--- src/rtl/biriscv_mul_pipe_pkg.sv ---
// biriscv_mul_pipe_pkg: shared RV32M/RV64M multiply decode constants and op-class encoding
package biriscv_mul_pipe_pkg;

    localparam logic [31:0] INST_MUL         = 32'h02000033;
    localparam logic [31:0] INST_MUL_MASK    = 32'hfe00707f;
    localparam logic [31:0] INST_MULH        = 32'h02001033;
    localparam logic [31:0] INST_MULH_MASK   = 32'hfe00707f;
    localparam logic [31:0] INST_MULHSU      = 32'h02002033;
    localparam logic [31:0] INST_MULHSU_MASK = 32'hfe00707f;
    localparam logic [31:0] INST_MULHU       = 32'h02003033;
    localparam logic [31:0] INST_MULHU_MASK  = 32'hfe00707f;

    // Op class equals funct3[1:0] of the instruction word
    typedef logic [1:0] mul_op_t;
    localparam mul_op_t MUL_OP_MUL    = 2'd0;
    localparam mul_op_t MUL_OP_MULH   = 2'd1;
    localparam mul_op_t MUL_OP_MULHSU = 2'd2;
    localparam mul_op_t MUL_OP_MULHU  = 2'd3;

    function automatic logic is_mul_inst(input logic [31:0] inst);
        return ((inst & INST_MUL_MASK) == INST_MUL) ||
               ((inst & INST_MULH_MASK) == INST_MULH) ||
               ((inst & INST_MULHSU_MASK) == INST_MULHSU) ||
               ((inst & INST_MULHU_MASK) == INST_MULHU);
    endfunction

endpackage

--- src/rtl/biriscv_mul_delay_stage.sv ---
// biriscv_mul_delay_stage: valid/rd/data delay register with hold, flush and sync reset
//   clk_i, rst_ni      : clock, synchronous active-low reset
//   hold_i, flush_i    : freeze stage / clear valid (flush wins)
//   valid_i/rd_i/data_i: upstream stage
//   valid_o/rd_o/data_o: registered stage
module biriscv_mul_delay_stage #(
    parameter int W = 32
) (
    input  logic         clk_i,
    input  logic         rst_ni,
    input  logic         hold_i,
    input  logic         flush_i,
    input  logic         valid_i,
    input  logic [4:0]   rd_i,
    input  logic [W-1:0] data_i,
    output logic         valid_o,
    output logic [4:0]   rd_o,
    output logic [W-1:0] data_o
);

    always_ff @(posedge clk_i) begin
        if (!rst_ni) begin
            valid_o <= 1'b0;
            rd_o    <= '0;
            data_o  <= '0;
        end else if (flush_i) begin
            valid_o <= 1'b0;
        end else if (!hold_i) begin
            valid_o <= valid_i;
            rd_o    <= rd_i;
            data_o  <= data_i;
        end
    end

endmodule

--- src/rtl/biriscv_mul_pipe.sv ---
// biriscv_mul_pipe: parametrised pipelined RV32M/RV64M multiplier with flush and rd scoreboard mask
//   clk_i, rst_ni                 : clock, synchronous active-low reset
//   opcode_*_i                    : issue slot (valid, instruction, rd, rs1, rs2)
//   hold_i, flush_i               : stall all stages / kill all in-flight ops
//   writeback_valid/rd_idx/value_o: result from the last stage
//   pending_rd_mask_o             : rd bits of every valid in-flight op (rd!=0)
//   busy_o                        : any stage valid
module biriscv_mul_pipe
    import biriscv_mul_pipe_pkg::*;
#(
    parameter int XLEN       = 32,
    parameter int STAGES     = 2,
    parameter bit CLEAR_IDLE = 1'b1
) (
    input  logic            clk_i,
    input  logic            rst_ni,
    input  logic            opcode_valid_i,
    input  logic [31:0]     opcode_opcode_i,
    input  logic [4:0]      opcode_rd_idx_i,
    input  logic [XLEN-1:0] opcode_ra_operand_i,
    input  logic [XLEN-1:0] opcode_rb_operand_i,
    input  logic            hold_i,
    input  logic            flush_i,
    output logic            writeback_valid_o,
    output logic [4:0]      writeback_rd_idx_o,
    output logic [XLEN-1:0] writeback_value_o,
    output logic [31:0]     pending_rd_mask_o,
    output logic            busy_o
);

    if (STAGES < 2 || STAGES > 4) begin : g_bad_stages
        $error("biriscv_mul_pipe: STAGES must be 2..4");
    end

    logic            accept;
    mul_op_t         op;
    logic [XLEN:0]   a_ext, b_ext;
    logic [XLEN:0]   op_a_e1, op_b_e1;
    logic            hi_e1, valid_e1, valid_e2;
    logic [4:0]      rd_e1, rd_e2;
    logic [XLEN-1:0] res_e2;
    logic [2*XLEN-1:0] prod;

    logic            stage_valid [STAGES];
    logic [4:0]      stage_rd    [STAGES];
    logic [XLEN-1:0] stage_data  [STAGES];

    always_comb begin
        op     = mul_op_t'(opcode_opcode_i[13:12]);
        accept = opcode_valid_i & is_mul_inst(opcode_opcode_i) & ~hold_i & ~flush_i;
        a_ext  = {(op == MUL_OP_MULH || op == MUL_OP_MULHSU) & opcode_ra_operand_i[XLEN-1], opcode_ra_operand_i};
        b_ext  = {(op == MUL_OP_MULH) & opcode_rb_operand_i[XLEN-1], opcode_rb_operand_i};
    end

    always_ff @(posedge clk_i) begin
        if (!rst_ni) begin
            valid_e1 <= 1'b0;
            op_a_e1  <= '0;
            op_b_e1  <= '0;
            hi_e1    <= 1'b0;
            rd_e1    <= '0;
        end else if (flush_i || !hold_i) begin
            valid_e1 <= accept;
            if (accept) begin
                op_a_e1 <= a_ext;
                op_b_e1 <= b_ext;
                hi_e1   <= (op != MUL_OP_MUL);
                rd_e1   <= opcode_rd_idx_i;
            end else if (CLEAR_IDLE) begin
                op_a_e1 <= '0;
                op_b_e1 <= '0;
            end
        end
    end

    // Product modulo 2^(2*XLEN) is all that is ever selected, so sign
    // extension to 2*XLEN bits gives the same low/high words as a wider one.
    always_comb begin
        prod = {{(XLEN-1){op_a_e1[XLEN]}}, op_a_e1} * {{(XLEN-1){op_b_e1[XLEN]}}, op_b_e1};
    end

    always_ff @(posedge clk_i) begin
        if (!rst_ni) begin
            valid_e2 <= 1'b0;
            rd_e2    <= '0;
            res_e2   <= '0;
        end else if (flush_i) begin
            valid_e2 <= 1'b0;
        end else if (!hold_i) begin
            valid_e2 <= valid_e1;
            rd_e2    <= rd_e1;
            res_e2   <= stage_data[0];
        end
    end

    assign stage_valid[0] = valid_e1;
    assign stage_rd[0]    = rd_e1;
    assign stage_data[0]  = hi_e1 ? prod[2*XLEN-1:XLEN] : prod[XLEN-1:0];
    assign stage_valid[1] = valid_e2;
    assign stage_rd[1]    = rd_e2;
    assign stage_data[1]  = res_e2;

    for (genvar s = 2; s < STAGES; s++) begin : g_delay
        biriscv_mul_delay_stage #(.W(XLEN)) u_stage (
            .clk_i   (clk_i),
            .rst_ni  (rst_ni),
            .hold_i  (hold_i),
            .flush_i (flush_i),
            .valid_i (stage_valid[s-1]),
            .rd_i    (stage_rd[s-1]),
            .data_i  (stage_data[s-1]),
            .valid_o (stage_valid[s]),
            .rd_o    (stage_rd[s]),
            .data_o  (stage_data[s])
        );
    end

    assign writeback_valid_o  = stage_valid[STAGES-1];
    assign writeback_rd_idx_o = stage_rd[STAGES-1];
    assign writeback_value_o  = stage_data[STAGES-1];

    always_comb begin
        pending_rd_mask_o = '0;
        busy_o            = 1'b0;
        for (int s = 0; s < STAGES; s++) begin
            busy_o = busy_o | stage_valid[s];
            if (stage_valid[s] && stage_rd[s] != 5'd0)
                pending_rd_mask_o[stage_rd[s]] = 1'b1;
        end
    end

endmodule

--- config.mk ---
export PLATFORM = sky130hd
export DESIGN_NAME = biriscv_mul_pipe
export DESIGN_NICKNAME = d
export VERILOG_FILES = /design/src/rtl/biriscv_mul_pipe_pkg.sv /design/src/rtl/biriscv_mul_delay_stage.sv /design/src/rtl/biriscv_mul_pipe.sv
export SDC_FILE = /design/constraint.sdc
export NUM_CORES = 2
export LEC_CHECK = 0
export CAP_MARGIN = 15
export CORE_MARGIN = 3
export CORE_UTILIZATION = 60
export DETAILED_ROUTE_END_ITERATION = 8
export PLACE_DENSITY_LB_ADDON = 0.08
export REMOVE_ABC_BUFFERS = 1
export SLEW_MARGIN = 20
export SYNTH_ARGS = -nofsm -noshare
export SYNTH_HDL_FRONTEND = slang
export SYNTH_HIERARCHICAL = 1
export SYNTH_SLANG_ARGS = --single-unit
--- constraint.sdc ---
create_clock -name clk_i -period 9.1 [get_ports clk_i]
set_clock_uncertainty 0.15 [all_clocks]
set_input_delay 1.365 -clock clk_i [delete_from_list [all_inputs] [get_ports clk_i]]
set_output_delay 1.365 -clock clk_i [all_outputs]
set_load 0.005 [all_outputs]
==> metrics.csv <==
metric;value;unit
fmax;116.4;MHz
grt_pass1_vias;34240;
synth_edf_count;0;
setup_viol;0;
clkPwrFrac;45.1;%
grt_use_met2;54.81;%
die-area;75150;um^2
r2r-start;op_b_e1[11]$_SDFFE_PN0P_;
rows;97;
hold_path_end;writeback_value_o[13]$_SDFFE_PN0P_;
finalCritPeriodShare;94.43;%
detail_route.iter0.violations;2257;
hold_viol_final;0;
slew_violations;0;
coreArea;70640;um^2
grt_start_max_net_pins;75;
antenna_found_initial;1;
clk_pin_slew;0.11;ns
cts_setup_buffers;0;
grtUsageMet1;43.17;%
ys_types;70;
worst_pin_slew;1.105;ns
rsz0062_at_grt;false;
netlist_instances;4739;
path_max_fanout;18;
wirelength;113900;um
grt_busiest_layer;met2;
postPlaceCellArea;45510;um^2
min_from;writeback_value_o[13]$_SDFFE_PN0P_;
insertion_delay;0.42;ns
clkSinkCount;111;
p_switching;0.0003319;W
die_w;274.1;um
fin_nets;6156;
switching_share;30.75;%
power_density;23.54;nW/um^2
synthToLayoutAreaGrowth;6.262;%
ys_seq_area_share;5.151;%
n_fill_cell;6062;
synth_area_per_cell;9.103;um^2
fin_area;45840;um^2
drc_errors;0;
final_cell_mix;fa_1, inv_1, nand2_1;
synth_area;43140;um^2
p_seq_share;46.0;%
dp.cells;5640;
grt_pass1_wl;186600;um
critPathLaunchType;flop;
r2r_end;writeback_value_o[16]$_SDFFE_PN0P_;
combPwrFrac;8.9;%
critPathArrivalTime;8.77;ns
cts_inserted_buffers;9;
io_pins;177;
min_period;8.593;ns
ctsHoldBuffers;0;
grt_use_met3;3.264;%
ant_nets;0;
gr-total-overflow;0;
routed_via_density;5.560;
min_path_type;reg2reg;
worstPathRequired;9.28;ns
async_flop_share;0;%
reg2reg_depth;26;
hold_depth;2;
ir_drop;0.0001108;V
vias;31450;
dr.pass1.iters;6;
portBuffers;160;
synth_ff_type;dfxtp_1;
ys_ff_latch;111;
drive_above_1_share;3.393;%
die_y;274.1;um
h-tree-depth;3;
postCtsResizedCells;0;
cts_tree;built;
routabilityCongestion;0.9202;
p_leak;23.40;nW
status;completed;
final_common_cell;fa_1;
intPower;0.0007474;W
grt_use_total;32.08;%
finalNonFillerCells;5657;
slew_headroom;26.21;%
dp_hpwl;95960;um
ff2ff_setup_slack;0.51;ns
drv_cap;0;
path_class;reg2reg;
endpoint_kind;flop;
wl_per_cell;20.13;um
cts_buffer_depth;2;
start_util;61.07;%
ys_warn_count;6;
cts_root_buf;clkbuf_16;
==> registers in the layout, indices dropped and copies added (netlist names) <==
name                cells
writeback_value_o      32
valid_e1                1
op_b_e1                33
writeback_rd_idx_o      5
op_a_e1                33
hi_e1                   1
rd_e1                   5
writeback_valid_o       1
==> metal layers <==
layer / up-vias / part of all wire [%]
met5: - / 0
met4: 0 / 3.7
met3: 226 / 5.3
met2: 1016 / 51
met1: 16480 / 40
li1: 13730 / -
==> critical path: stages (launching register included) <==
cell and delay, ns:
dfxtp_1 0.85, buf_4 0.36, nand2_1 0.09, fa_1 0.49, fa_1 0.52, fa_1 0.55, inv_1 0.06, fa_1 0.52
inv_1 0.06, fa_1 0.52, inv_1 0.06, fa_1 0.52, fa_1 0.51, inv_1 0.05, fa_1 0.48, inv_1 0.05
ha_1 0.42, nand3_1 0.14, nor2_1 0.19, nand3_1 0.13, nor4_1 0.56, a211oi_1 0.25, o21ai_0 0.34, a21oi_1 0.14
xnor2_1 0.26, a21oi_1 0.12, nor2_1 0.12
==> cells by family after synthesis <==
kind of cell | after synthesis | synth area share, %
AOI/OAI and AO/OA | 377 | 5.763
xor gates and xnor gates | 73 | 1.482
adders and majority gates | 1339 | 58.41
buffers and inverters | 1409 | 12.55
DFF | 111 | 5.151
muxes | 13 | 0.3016
other | 1 | 0.008693
and+or+nand+nor | 1416 | 16.33
==> worst max-delay path by stage <==
stage / start / end / slack (ns) / cells past startpoint
2_1_floorplan: hold_i / op_a_e1[23]$_SDFFE_PN0P_ / -0.26 / 5
3_3_place_gp: op_b_e1[9]$_SDFFE_PN0P_ / writeback_value_o[16]$_SDFFE_PN0P_ / 0.63 / 26
3_5_place_dp: op_b_e1[9]$_SDFFE_PN0P_ / writeback_value_o[16]$_SDFFE_PN0P_ / 0.57 / 26
4_1_cts: op_b_e1[9]$_SDFFE_PN0P_ / writeback_value_o[16]$_SDFFE_PN0P_ / 0.50 / 26
5_1_grt: op_b_e1[11]$_SDFFE_PN0P_ / writeback_value_o[16]$_SDFFE_PN0P_ / 0.008 / 26
6_report: op_b_e1[11]$_SDFFE_PN0P_ / writeback_value_o[16]$_SDFFE_PN0P_ / 0.51 / 26
==> metrics by stage <==
stage / total power [W] / setup TNS (ns) / util, % / hold slack (ns) / setup slack [ns]
global placement: 0.0006037 / 0 / 64.44 / 0.3434 / 0.6261
global route: 0.001106 / 0 / 64.90 / 0.4029 / 0.008306
CTS: 0.001089 / 0 / 64.89 / 0.3789 / 0.4964
finish: 0.001079 / 0 / 64.90 / 0.3729 / 0.5071
detailed placement: 0.0006035 / 0 / 64.44 / 0.3523 / 0.5657
floorplan: 0.0005271 / -16.33 / - / 0.3227 / -0.2590
==> layout make-up <==
type                       instances  area [um^2]  area share, %
multi-input combinational       3219        35530          77.50
inverter                        1102         4136          9.024
timing repair buffer             268         2445          5.333
sequential                       111         2235          4.875
tap                              940         1176          2.566
clock buffer                       9        225.2         0.4913
clock inverter                     7        95.09         0.2074
antenna                            1        2.502       0.005459
==> power groups by stage <==
stage	sequential [W]	clock [W]	combinational (W)
3_3_place_gp	0.000508	0	0.0000961
3_5_place_dp	0.000508	0	0.0000959
2_1_floorplan	0.000506	0	0.0000210
4_1_cts	0.000497	0.000495	0.0000967
6_report	0.000496	0.000487	0.0000964
5_1_grt	0.000497	0.000508	0.000101
==> synthesized netlist by cell type, types with 13 or more instances <==
library cell  instances  area (um^2)
fa_1               1125        22520
inv_1              1101         4133
nand2_1             596         2237
and2_1              533         3334
clkbuf_1            274         1028
ha_1                214         2678
nor2_1              126        473.0
dfxtp_1             111         2222
a21oi_1              88        440.4
a22oi_1              70        525.5
o21ai_0              66        330.3
xnor2_1              57        499.2
nor2b_1              44        275.3
o22ai_1              34        212.7
buf_4                33        247.7
a21o_1               31        232.7
nand3_1              25        125.1
xor2_1               16        140.1
nor3_1               14        70.07
mux2i_1              13        130.1
nand2b_1             13        81.33
No activity file was read; power rests on OpenSTA's default activity.
